--- config.mk ---
export PLATFORM = sky130hd
export DESIGN_NAME = writeback_stage_flat
export DESIGN_NICKNAME = d
export VERILOG_FILES = /design/src/rtl/writeback_stage_pkg.sv /design/src/rtl/writeback_stage_if.sv /design/src/rtl/writeback_stage_regfile.sv /design/src/rtl/writeback_stage.sv /design/src/flat_wrapper.sv
export SDC_FILE = /design/constraint.sdc
export NUM_CORES = 2
export LEC_CHECK = 0
export ABC_CLOCK_PERIOD_IN_PS = 7300
export CELL_PAD_IN_SITES_DETAIL_PLACEMENT = 1
export CELL_PAD_IN_SITES_GLOBAL_PLACEMENT = 2
export CORE_ASPECT_RATIO = 0.75
export CORE_UTILIZATION = 41
export CTS_BUF_LIST = sky130_fd_sc_hd__clkbuf_4
export DETAILED_ROUTE_END_ITERATION = 10
export GPL_ROUTABILITY_DRIVEN = 0
export PLACE_DENSITY = 0.81
export SLEW_MARGIN = 20
export SYNTH_ARGS = -nofsm -noshare
export SYNTH_HDL_FRONTEND = slang
export SYNTH_HIERARCHICAL = 1
export SYNTH_SLANG_ARGS = --single-unit
--- constraint.sdc ---
create_clock -name CLK -period 7.3 [get_ports CLK]
set_input_delay 1.46 -clock CLK [delete_from_list [all_inputs] [get_ports CLK]]
set_output_delay 1.46 -clock CLK [all_outputs]
set_load 0.02 [all_outputs]
--- src/rtl/writeback_stage_pkg.sv ---
// Shared types and defaults for the write-back stage and its register file.
package writeback_stage_pkg;

    localparam int unsigned XLEN_DEF         = 64;
    localparam int unsigned CNT_W_DEF        = 64;
    localparam int unsigned FLUSH_CYCLES_DEF = 3;
    localparam logic [4:0]  REG_ZERO         = 5'd0;

    typedef enum logic {
        ST_RUN   = 1'b0,
        ST_FLUSH = 1'b1
    } wb_state_e;

    // Flush timer load value; the timer counts down to zero, so N cycles load N-1.
    function automatic logic [3:0] flush_load(int unsigned cycles);
        return 4'(cycles - 1);
    endfunction

endpackage

--- src/rtl/writeback_stage_if.sv ---
// Registered result bundle handed from the memory-access stage to write-back.
interface writeback_stage_if #(
    parameter int unsigned XLEN = writeback_stage_pkg::XLEN_DEF
);
    logic            EN;
    logic [4:0]      rd_i;
    logic [XLEN-1:0] res_i;
    logic            wb_en_i;
    logic            take_branch_i;
    logic [XLEN-1:0] branch_offset_i;
    logic [XLEN-1:0] PC_i;

    modport master (
        output EN, rd_i, res_i, wb_en_i, take_branch_i, branch_offset_i, PC_i
    );

    modport slave (
        input  EN, rd_i, res_i, wb_en_i, take_branch_i, branch_offset_i, PC_i
    );
endinterface

--- src/rtl/writeback_stage_regfile.sv ---
// 32 x XLEN integer register file: one synchronous write, two asynchronous
// reads with same-cycle write bypass, x0 hardwired to zero.
module regfile_2r1w
    import writeback_stage_pkg::*;
#(
    parameter int unsigned XLEN = XLEN_DEF
) (
    input  logic            CLK,
    input  logic            RST_N,
    input  logic            we,
    input  logic [4:0]      waddr,
    input  logic [XLEN-1:0] wdata,
    input  logic [4:0]      raddr1,
    input  logic [4:0]      raddr2,
    output logic [XLEN-1:0] rdata1,
    output logic [XLEN-1:0] rdata2
);

    // x0 has no storage; index 0 is never read or written.
    logic [XLEN-1:0] regs [1:31];

    always_ff @(posedge CLK) begin
        if (!RST_N) begin
            for (int i = 1; i < 32; i++) begin
                regs[i] <= '0;
            end
        end else if (we && waddr != REG_ZERO) begin
            regs[waddr] <= wdata;
        end
    end

    always_comb begin
        rdata1 = '0;
        if (raddr1 == REG_ZERO) begin
            rdata1 = '0;
        end else if (we && waddr == raddr1) begin
            rdata1 = wdata;
        end else begin
            rdata1 = regs[raddr1];
        end
    end

    always_comb begin
        rdata2 = '0;
        if (raddr2 == REG_ZERO) begin
            rdata2 = '0;
        end else if (we && waddr == raddr2) begin
            rdata2 = wdata;
        end else begin
            rdata2 = regs[raddr2];
        end
    end

endmodule

--- src/rtl/writeback_stage.sv ---
// Final pipeline stage: commits results, bypasses reads to decode, and turns a
// taken branch into a one-cycle redirect plus a timed upstream flush.
//
// state    | meaning
// ---------+-------------------------------------------------------------
// ST_RUN   | normal operation; commits, retires and accepts branches
// ST_FLUSH | post-branch squash; flush timer counting down, inputs ignored
module writeback_stage
    import writeback_stage_pkg::*;
#(
    parameter int unsigned XLEN         = XLEN_DEF,
    parameter int unsigned FLUSH_CYCLES = FLUSH_CYCLES_DEF,
    parameter int unsigned CNT_W        = CNT_W_DEF
) (
    input  logic             CLK,
    input  logic             RST_N,
    writeback_stage_if.slave mem,
    input  logic [4:0]       rs1_addr,
    input  logic [4:0]       rs2_addr,
    output logic [XLEN-1:0]  rs1_data,
    output logic [XLEN-1:0]  rs2_data,
    output logic             redirect_valid,
    output logic [XLEN-1:0]  redirect_pc,
    output logic             flush,
    output logic [4:0]       fwd_rd,
    output logic [XLEN-1:0]  fwd_data,
    output logic [CNT_W-1:0] retire_cnt
);

    localparam logic [3:0] FLUSH_LOAD = flush_load(FLUSH_CYCLES);

    wb_state_e       state_q, state_d;
    logic [3:0]      flush_cnt_q, flush_cnt_d;
    logic            redirect_valid_d;
    logic [XLEN-1:0] redirect_pc_d;
    logic            flush_d;
    logic            commit;

    assign commit = mem.wb_en_i && (mem.rd_i != REG_ZERO) && (state_q == ST_RUN);

    regfile_2r1w #(
        .XLEN (XLEN)
    ) u_regfile (
        .CLK    (CLK),
        .RST_N  (RST_N),
        .we     (commit),
        .waddr  (mem.rd_i),
        .wdata  (mem.res_i),
        .raddr1 (rs1_addr),
        .raddr2 (rs2_addr),
        .rdata1 (rs1_data),
        .rdata2 (rs2_data)
    );

    always_ff @(posedge CLK) begin
        if (!RST_N) begin
            state_q        <= ST_RUN;
            flush_cnt_q    <= '0;
            redirect_valid <= 1'b0;
            redirect_pc    <= '0;
            flush          <= 1'b0;
        end else begin
            state_q        <= state_d;
            flush_cnt_q    <= flush_cnt_d;
            redirect_valid <= redirect_valid_d;
            redirect_pc    <= redirect_pc_d;
            flush          <= flush_d;
        end
    end

    always_comb begin
        state_d          = state_q;
        flush_cnt_d      = flush_cnt_q;
        redirect_valid_d = 1'b0;
        redirect_pc_d    = redirect_pc;
        flush_d          = flush;

        unique case (state_q)
            ST_RUN: begin
                if (mem.take_branch_i) begin
                    redirect_valid_d = 1'b1;
                    redirect_pc_d    = mem.PC_i + mem.branch_offset_i;
                    flush_d          = 1'b1;
                    flush_cnt_d      = FLUSH_LOAD;
                    // A single-cycle flush needs no timer, so stay in RUN.
                    state_d          = (FLUSH_CYCLES == 1) ? ST_RUN : ST_FLUSH;
                end else begin
                    flush_d = 1'b0;
                end
            end
            ST_FLUSH: begin
                if (flush_cnt_q == 4'd0) begin
                    flush_d = 1'b0;
                    state_d = ST_RUN;
                end else begin
                    flush_cnt_d = flush_cnt_q - 4'd1;
                end
            end
            default: begin
                state_d = ST_RUN;
                flush_d = 1'b0;
            end
        endcase
    end

    always_ff @(posedge CLK) begin
        if (!RST_N) begin
            fwd_rd     <= REG_ZERO;
            fwd_data   <= '0;
            retire_cnt <= '0;
        end else begin
            if (commit) begin
                fwd_rd   <= mem.rd_i;
                fwd_data <= mem.res_i;
            end else begin
                fwd_rd   <= REG_ZERO;
            end
            if (mem.EN && state_q == ST_RUN) begin
                retire_cnt <= retire_cnt + CNT_W'(1);
            end
        end
    end

endmodule

--- src/flat_wrapper.sv ---
// flat-port wrapper written by rule: the top's interface ports become plain ports
module writeback_stage_flat import writeback_stage_pkg::*;
#(
    parameter int unsigned XLEN         = XLEN_DEF,
    parameter int unsigned FLUSH_CYCLES = FLUSH_CYCLES_DEF,
    parameter int unsigned CNT_W        = CNT_W_DEF
)
  (CLK, RST_N, rs1_addr, rs2_addr, rs1_data, rs2_data, redirect_valid, redirect_pc, flush, fwd_rd, fwd_data, retire_cnt, mem_EN, mem_rd_i, mem_res_i, mem_wb_en_i, mem_take_branch_i, mem_branch_offset_i, mem_PC_i);
  writeback_stage_if #(.XLEN(XLEN)) mem_i ();
  input  logic CLK;
  input  logic RST_N;
  input  logic [4:0] rs1_addr;
  input  logic [4:0] rs2_addr;
  output logic [XLEN-1:0] rs1_data;
  output logic [XLEN-1:0] rs2_data;
  output logic redirect_valid;
  output logic [XLEN-1:0] redirect_pc;
  output logic flush;
  output logic [4:0] fwd_rd;
  output logic [XLEN-1:0] fwd_data;
  output logic [CNT_W-1:0] retire_cnt;
  input wire logic [$bits(mem_i.EN)-1:0] mem_EN;
  input wire logic [$bits(mem_i.rd_i)-1:0] mem_rd_i;
  input wire logic [$bits(mem_i.res_i)-1:0] mem_res_i;
  input wire logic [$bits(mem_i.wb_en_i)-1:0] mem_wb_en_i;
  input wire logic [$bits(mem_i.take_branch_i)-1:0] mem_take_branch_i;
  input wire logic [$bits(mem_i.branch_offset_i)-1:0] mem_branch_offset_i;
  input wire logic [$bits(mem_i.PC_i)-1:0] mem_PC_i;
  assign mem_i.EN = mem_EN;
  assign mem_i.rd_i = mem_rd_i;
  assign mem_i.res_i = mem_res_i;
  assign mem_i.wb_en_i = mem_wb_en_i;
  assign mem_i.take_branch_i = mem_take_branch_i;
  assign mem_i.branch_offset_i = mem_branch_offset_i;
  assign mem_i.PC_i = mem_PC_i;
  writeback_stage #(.XLEN(XLEN), .FLUSH_CYCLES(FLUSH_CYCLES), .CNT_W(CNT_W)) u_core (.CLK(CLK), .RST_N(RST_N), .mem(mem_i), .rs1_addr(rs1_addr), .rs2_addr(rs2_addr), .rs1_data(rs1_data), .rs2_data(rs2_data), .redirect_valid(redirect_valid), .redirect_pc(redirect_pc), .flush(flush), .fwd_rd(fwd_rd), .fwd_data(fwd_data), .retire_cnt(retire_cnt));
endmodule
* Word-level counts from Yosys, hierarchy flattened
Memory sizes are Yosys's and may differ from the RTL's.
Cells that the tools add are included.
** Storage, ports and cells
- Register bits after elaboration :: 204
- Memory bits (writable) :: 1984
- Bits of input ports :: 212
- Output and inout bits :: 327
- Memories kept :: 1
** Cells by class
- $add $sub $neg :: 3
- Eq/ne operators :: 5
- Muxes and demuxes :: 19
- Bitwise operators :: 2
- Reduce and logical (&&, ||, !) cells :: 15
** Memories
- u_core.u_regfile.regs :: words 31, width 64, read ports 2, clocked after memory_dff 0, write ports 31, RTL line writeback_stage_regfile.sv:20 : logic [XLEN-1:0] regs [1:31];
** Operators with widths (number)
- 64-bit two-way mux :: 5
- 64-bit by 1-bit adder with 64-bit output, second input constant :: 1
- 64-bit adder :: 1
- 64-bit OR reduction :: 1
- 5-bit == test :: 2
- 5-bit zero test :: 2
- 1-bit two-way mux :: 8
- 4-bit two-way mux :: 2
- 4-bit one-hot mux with 2 select lines :: 1
- 1-bit logical AND :: 6
- 2-bit inequality test, second input constant :: 3
- 2-bit AND reduction :: 3
- 5-bit two-way mux :: 1
- 5-bit nonzero test :: 1
- 4-bit zero test :: 1
- 1-bit one-hot mux with 2 select lines :: 2
- 4-bit by 1-bit subtractor with 4-bit output, second input constant :: 1
- 1-bit inverter :: 2
- 2-bit OR reduction :: 1

* Logic depth before layout (Yosys ltp)
- Depth after elaboration :: 9
- Depth in mapped cells :: 12

* Cells and area by module
The synthesis kept the hierarchy.
** By module, submodules not included
- regfile_2r1w :: times used 1, cells each 6918, area each 107783.4 µm², seq. area each 61499.0 µm²
- writeback_stage :: times used 1, cells each 1440, area each 11270.8 µm², seq. area each 4083.9 µm²

* Least setup slack after synthesis
No wires, ideal clock.
- Path kind :: input -> register
- Start point :: input port mem_wb_en_i
- End point :: memory u_core/u_regfile/regs[20][0] in the netlist's numbering, enable pin
- Data arrival time :: 7321 ps
- Data required time :: 6725 ps
- Setup slack :: -595 ps
- Stages :: 9
- Path through :: nor2b_1 o21ai_0 inv_1 clkbuf_1 nand2_1 nor2_1 nand3b_1 clkbuf_1 o21ai_0
** RTL lines
- start: declaration :: RTL line flat_wrapper.sv:25 : input wire logic [$bits(mem_i.wb_en_i)-1:0] mem_wb_en_i;
- end: declaration :: RTL line writeback_stage_regfile.sv:20

* Worst setup path after layout
- Start point :: input port mem_rd_i[1]
- End point :: output port rs1_data[39]
** On the way
- Word-level cells in the longest chain between the ends :: 6
- Elaborated cells between the ends (all ways) :: 7
- Classes of those cells :: eq/ne (1); mux (2); reduce/logical (4)
** RTL lines
- start: declaration :: RTL line flat_wrapper.sv:23 : input wire logic [$bits(mem_i.rd_i)-1:0] mem_rd_i;
- 5-bit nonzero test :: RTL line writeback_stage.sv:39 : assign commit = mem.wb_en_i && (mem.rd_i != REG_ZERO) && (state_q == ST_RUN);
- 1-bit logical AND (2 in series) :: RTL line writeback_stage.sv:39
- 1-bit logical AND (*) :: RTL line writeback_stage_regfile.sv:36 : end else if (we && waddr == raddr1) begin
- 64-bit two-way mux (*) :: RTL line writeback_stage_regfile.sv:36
- 64-bit two-way mux (*) :: RTL line writeback_stage_regfile.sv:34 : if (raddr1 == REG_ZERO) begin
- end: declaration :: RTL line flat_wrapper.sv:14 : output logic [XLEN-1:0] rs1_data;
Mark *: on every way between the ends. The rest lies on a longest branch, timed or not.

==> out/metrics.cfg <==
[clock_tree]
post_cts_buffers=0
cts_root_buffer=clkbuf_4
clock_path_buffers=4
cts_sinks=2252
postCtsHoldBufs=0
worstSkewPairLatency_ps=1480
numCtsBuffers=602
cts_tree=yes
h-tree-depth=6
post_cts_resized=0
path_clk_slew_ps=60

[drt]
routedWlPerCell_um=38.0
drc=0
drt_iter0_drc=15188
via_per_inst=6.63
firstDrtPassIters=6
detail-route-antenna-nets=0
vias=88573
totalWireLength_mm=507

[floorplan]
start_util=0.414
ios=539
coreArea_um2=287000
die_w_um=624
die_area_um2=293000
die_y_um=469
rows=170

[placement]
dpl.hpwl_mm=303
placed_area_um2=130000
port_buffers=538
place_inst=12319

[yosys]
ys.flop_type=edfxtp_1
ys_seq_area_frac=0.551
avgSynthCellArea_um2=14.2
netlist_instances=8358
synth_cell_types=92
yosys_warnings=6
async_reset_ff_frac=0
ys_seq_elements=2252
syn-cell-area_um2=119000
synth_edf_count=2048

[sta]
fin_crit_ps=6920
slew_viol_final=0
hold_ws_ps=452
skew_ps=82.6
rsz0062_at_grt=false
worst_pin_slew_ps=1290
fmax_mhz=145
finalSetupViolations=0
setup_tns_ps=0
fin_crit_sh=0.948
relSlewSlack=0.136
hold_viol_final=0

[critical_path]
end_kind=primary output
reg2reg_from=u_core/state_q
reg2reg_slack_ps=2350
reg2reg_depth=10
cp.required_ps=5840
rr_endpoint=u_core/u_regfile/regs[20][50]
cp.arrival_ps=5460
crit_type=in2out
start_kind=input port
crit_fanout=22

[grt]
grt_use_total=0.340
antenna_found_initial=68
grt_max_degree=89
first_global_vias=89022
grt_overflow=0
grt_pass1_wl_mm=695

[final_layout]
layout.cells.non_filler=13357
drive_above_1_share=0.268
fin_util=0.479
syn_to_final_growth_pct=15.6
nets=9331
fillCellCount=28532
final_area_um2=138000

[power_and_ir_drop]
combPwrFrac=0.149
ir_drop_mv=0.137
power_density_nw_per_um2=225
switchingPower_uw=8850
clock_power_share=0.372
p_int_uw=22200
p_seq_frac=0.478
switching_share=0.285
p_leak_uw=0.0501

[hold_path]
hold_class=reg2reg
holdPathStages=2
worstHoldEndpoint=u_core/redirect_pc[46]
min_from=u_core/redirect_pc[46]

[run_status]
status=complete, no violations

[run]
maxCapViolCount=0

[cell families after synthesis]
logic type	Yosys count	share of synthesized area
multiplexers	1209	0.208
AO/OA/AOI/OAI	992	0.0558
buffers and inverters	857	0.0307
AND/OR/NAND/NOR	2855	0.138
adder cells (fa/ha/maj)	66	0.00700
XOR/XNOR	126	0.00927
other	1	0.0000315
flip-flops	2252	0.551
[synthesized netlist by cell type (19+ instances only)]
master | count | area share
xnor2_1 | 57 | 0.0042
buf_2 | 138 | 0.0058
nor4_1 | 38 | 0.0020
mux4_2 | 1015 | 0.19
and2_1 | 2002 | 0.11
nor3_1 | 42 | 0.0018
mux2i_1 | 185 | 0.016
inv_1 | 20 | 0.00063
a21o_1 | 40 | 0.0025
and3_1 | 19 | 0.0010
buf_1 | 57 | 0.0018
a21oi_1 | 228 | 0.0096
clkbuf_1 | 586 | 0.018
edfxtp_1 | 2048 | 0.52
nand3_1 | 86 | 0.0036
o22ai_1 | 215 | 0.011
a22oi_1 | 107 | 0.0067
a22o_1 | 117 | 0.0086
xor2_1 | 69 | 0.0051
ha_1 | 65 | 0.0068
nand4_1 | 34 | 0.0018
nor2_1 | 163 | 0.0051
dfxtp_1 | 204 | 0.034
nand2_1 | 391 | 0.012
nand2b_1 | 20 | 0.0011
a211oi_1 | 66 | 0.0042
buf_4 | 38 | 0.0024
o21ai_0 | 87 | 0.0037
[worst max path at each step]
stage	startpoint	endpoint	slack, ps	cells after the start
floorplan	mem_wb_en_i	u_core/u_regfile/regs[20][0]	-600	9
global placement	mem_rd_i[3]	rs1_data[37]	630	11
detailed placement	mem_rd_i[1]	rs1_data[37]	630	9
CTS	mem_rd_i[1]	rs1_data[37]	610	9
global route	mem_rd_i[2]	rs1_data[39]	420	11
finish	mem_rd_i[1]	rs1_data[39]	380	9
[metal layers]
layer | share of wire | wire [um] | vias to the layer above | GRT usage
met5 | 0.00028 | 143 | - | 0
met3 | 0.15 | 74700 | 1378 | 0.109
met4 | 0.051 | 25800 | 22 | 0.154
met1 | 0.37 | 186000 | 45976 | 0.459
met2 | 0.43 | 220000 | 7510 | 0.502
li1 | - | - | 33687 | -
[through the flow]
step / worst slack, ps / total power [uW]
after floorplan: -595 / 17600
after global placement: 632 / 19500
after detailed placement: 628 / 19600
after CTS: 606 / 31100
after global routing: 418 / 31900
final: 380 / 31000
[placed cells by master (no fill, tap or decap), drive strengths merged, types with 9 or more instances in the layout]
master	n
mux2	9
bufinv	10
a22o	117
nor3	42
a21o	43
a22oi	107
ha	65
nand2b	20
a31oi	12
clkbuf	877
xnor2	57
nor4	41
o2111ai	10
a211oi	67
inv	42
xor2	69
o221ai	14
clkdlybuf4s50	398
nand2	391
mux4	1015
nand4	34
o21ai	106
o22ai	215
or3	10
mux2i	185
nor2	163
buf	465
a21oi	228
nand3	86
and4	11
conb	64
and2	2003
edfxtp	2048
diode	34
dfxtp	204
and3	21
o21bai	16
clkinv	90
nor2b	13
[critical path: stages]
cell	delay, ps
clkdlybuf4s50_1	820
o21ai_4	160
inv_4	380
nand2_1	250
o21bai_4	970
buf_4	420
nor3_1	90
a22o_1	240
clkdlybuf4s50_1	560
[registers in the layout, indices dropped and copies added, names as in the netlist]
signal / cells
u_core/flush_cnt_q: 4
u_core/u_regfile/regs: 2048
u_core/flush: 1
u_core/redirect_valid: 1
u_core/state_q: 1
u_core/fwd_data: 64
u_core/redirect_pc: 64
u_core/retire_cnt: 64
u_core/fwd_rd: 5
[power by group through the flow]
stage	clock network (uW)	logic [uW]	registers, uW
2_1_floorplan	0	2410	15200
3_3_place_gp	0	4490	15000
3_5_place_dp	0	4520	15100
4_1_cts	11700	4540	14800
5_1_grt	12300	4730	14900
6_report	11600	4630	14800
[final cells by class]
| type | instances | area [um2] | share of cell area |
|---|---|---|---|
| tap | 3870 | 4840 | 0.0352 |
| inverter | 22 | 97.6 | 0.000709 |
| multi-input combinational | 5312 | 50800 | 0.369 |
| clock inverter | 127 | 817 | 0.00594 |
| antenna | 34 | 85.1 | 0.000618 |
| clock buffer | 877 | 6580 | 0.0478 |
| timing repair buffer | 863 | 8830 | 0.0641 |
| sequential | 2252 | 65600 | 0.476 |
(Power assumes the default switching activity.)
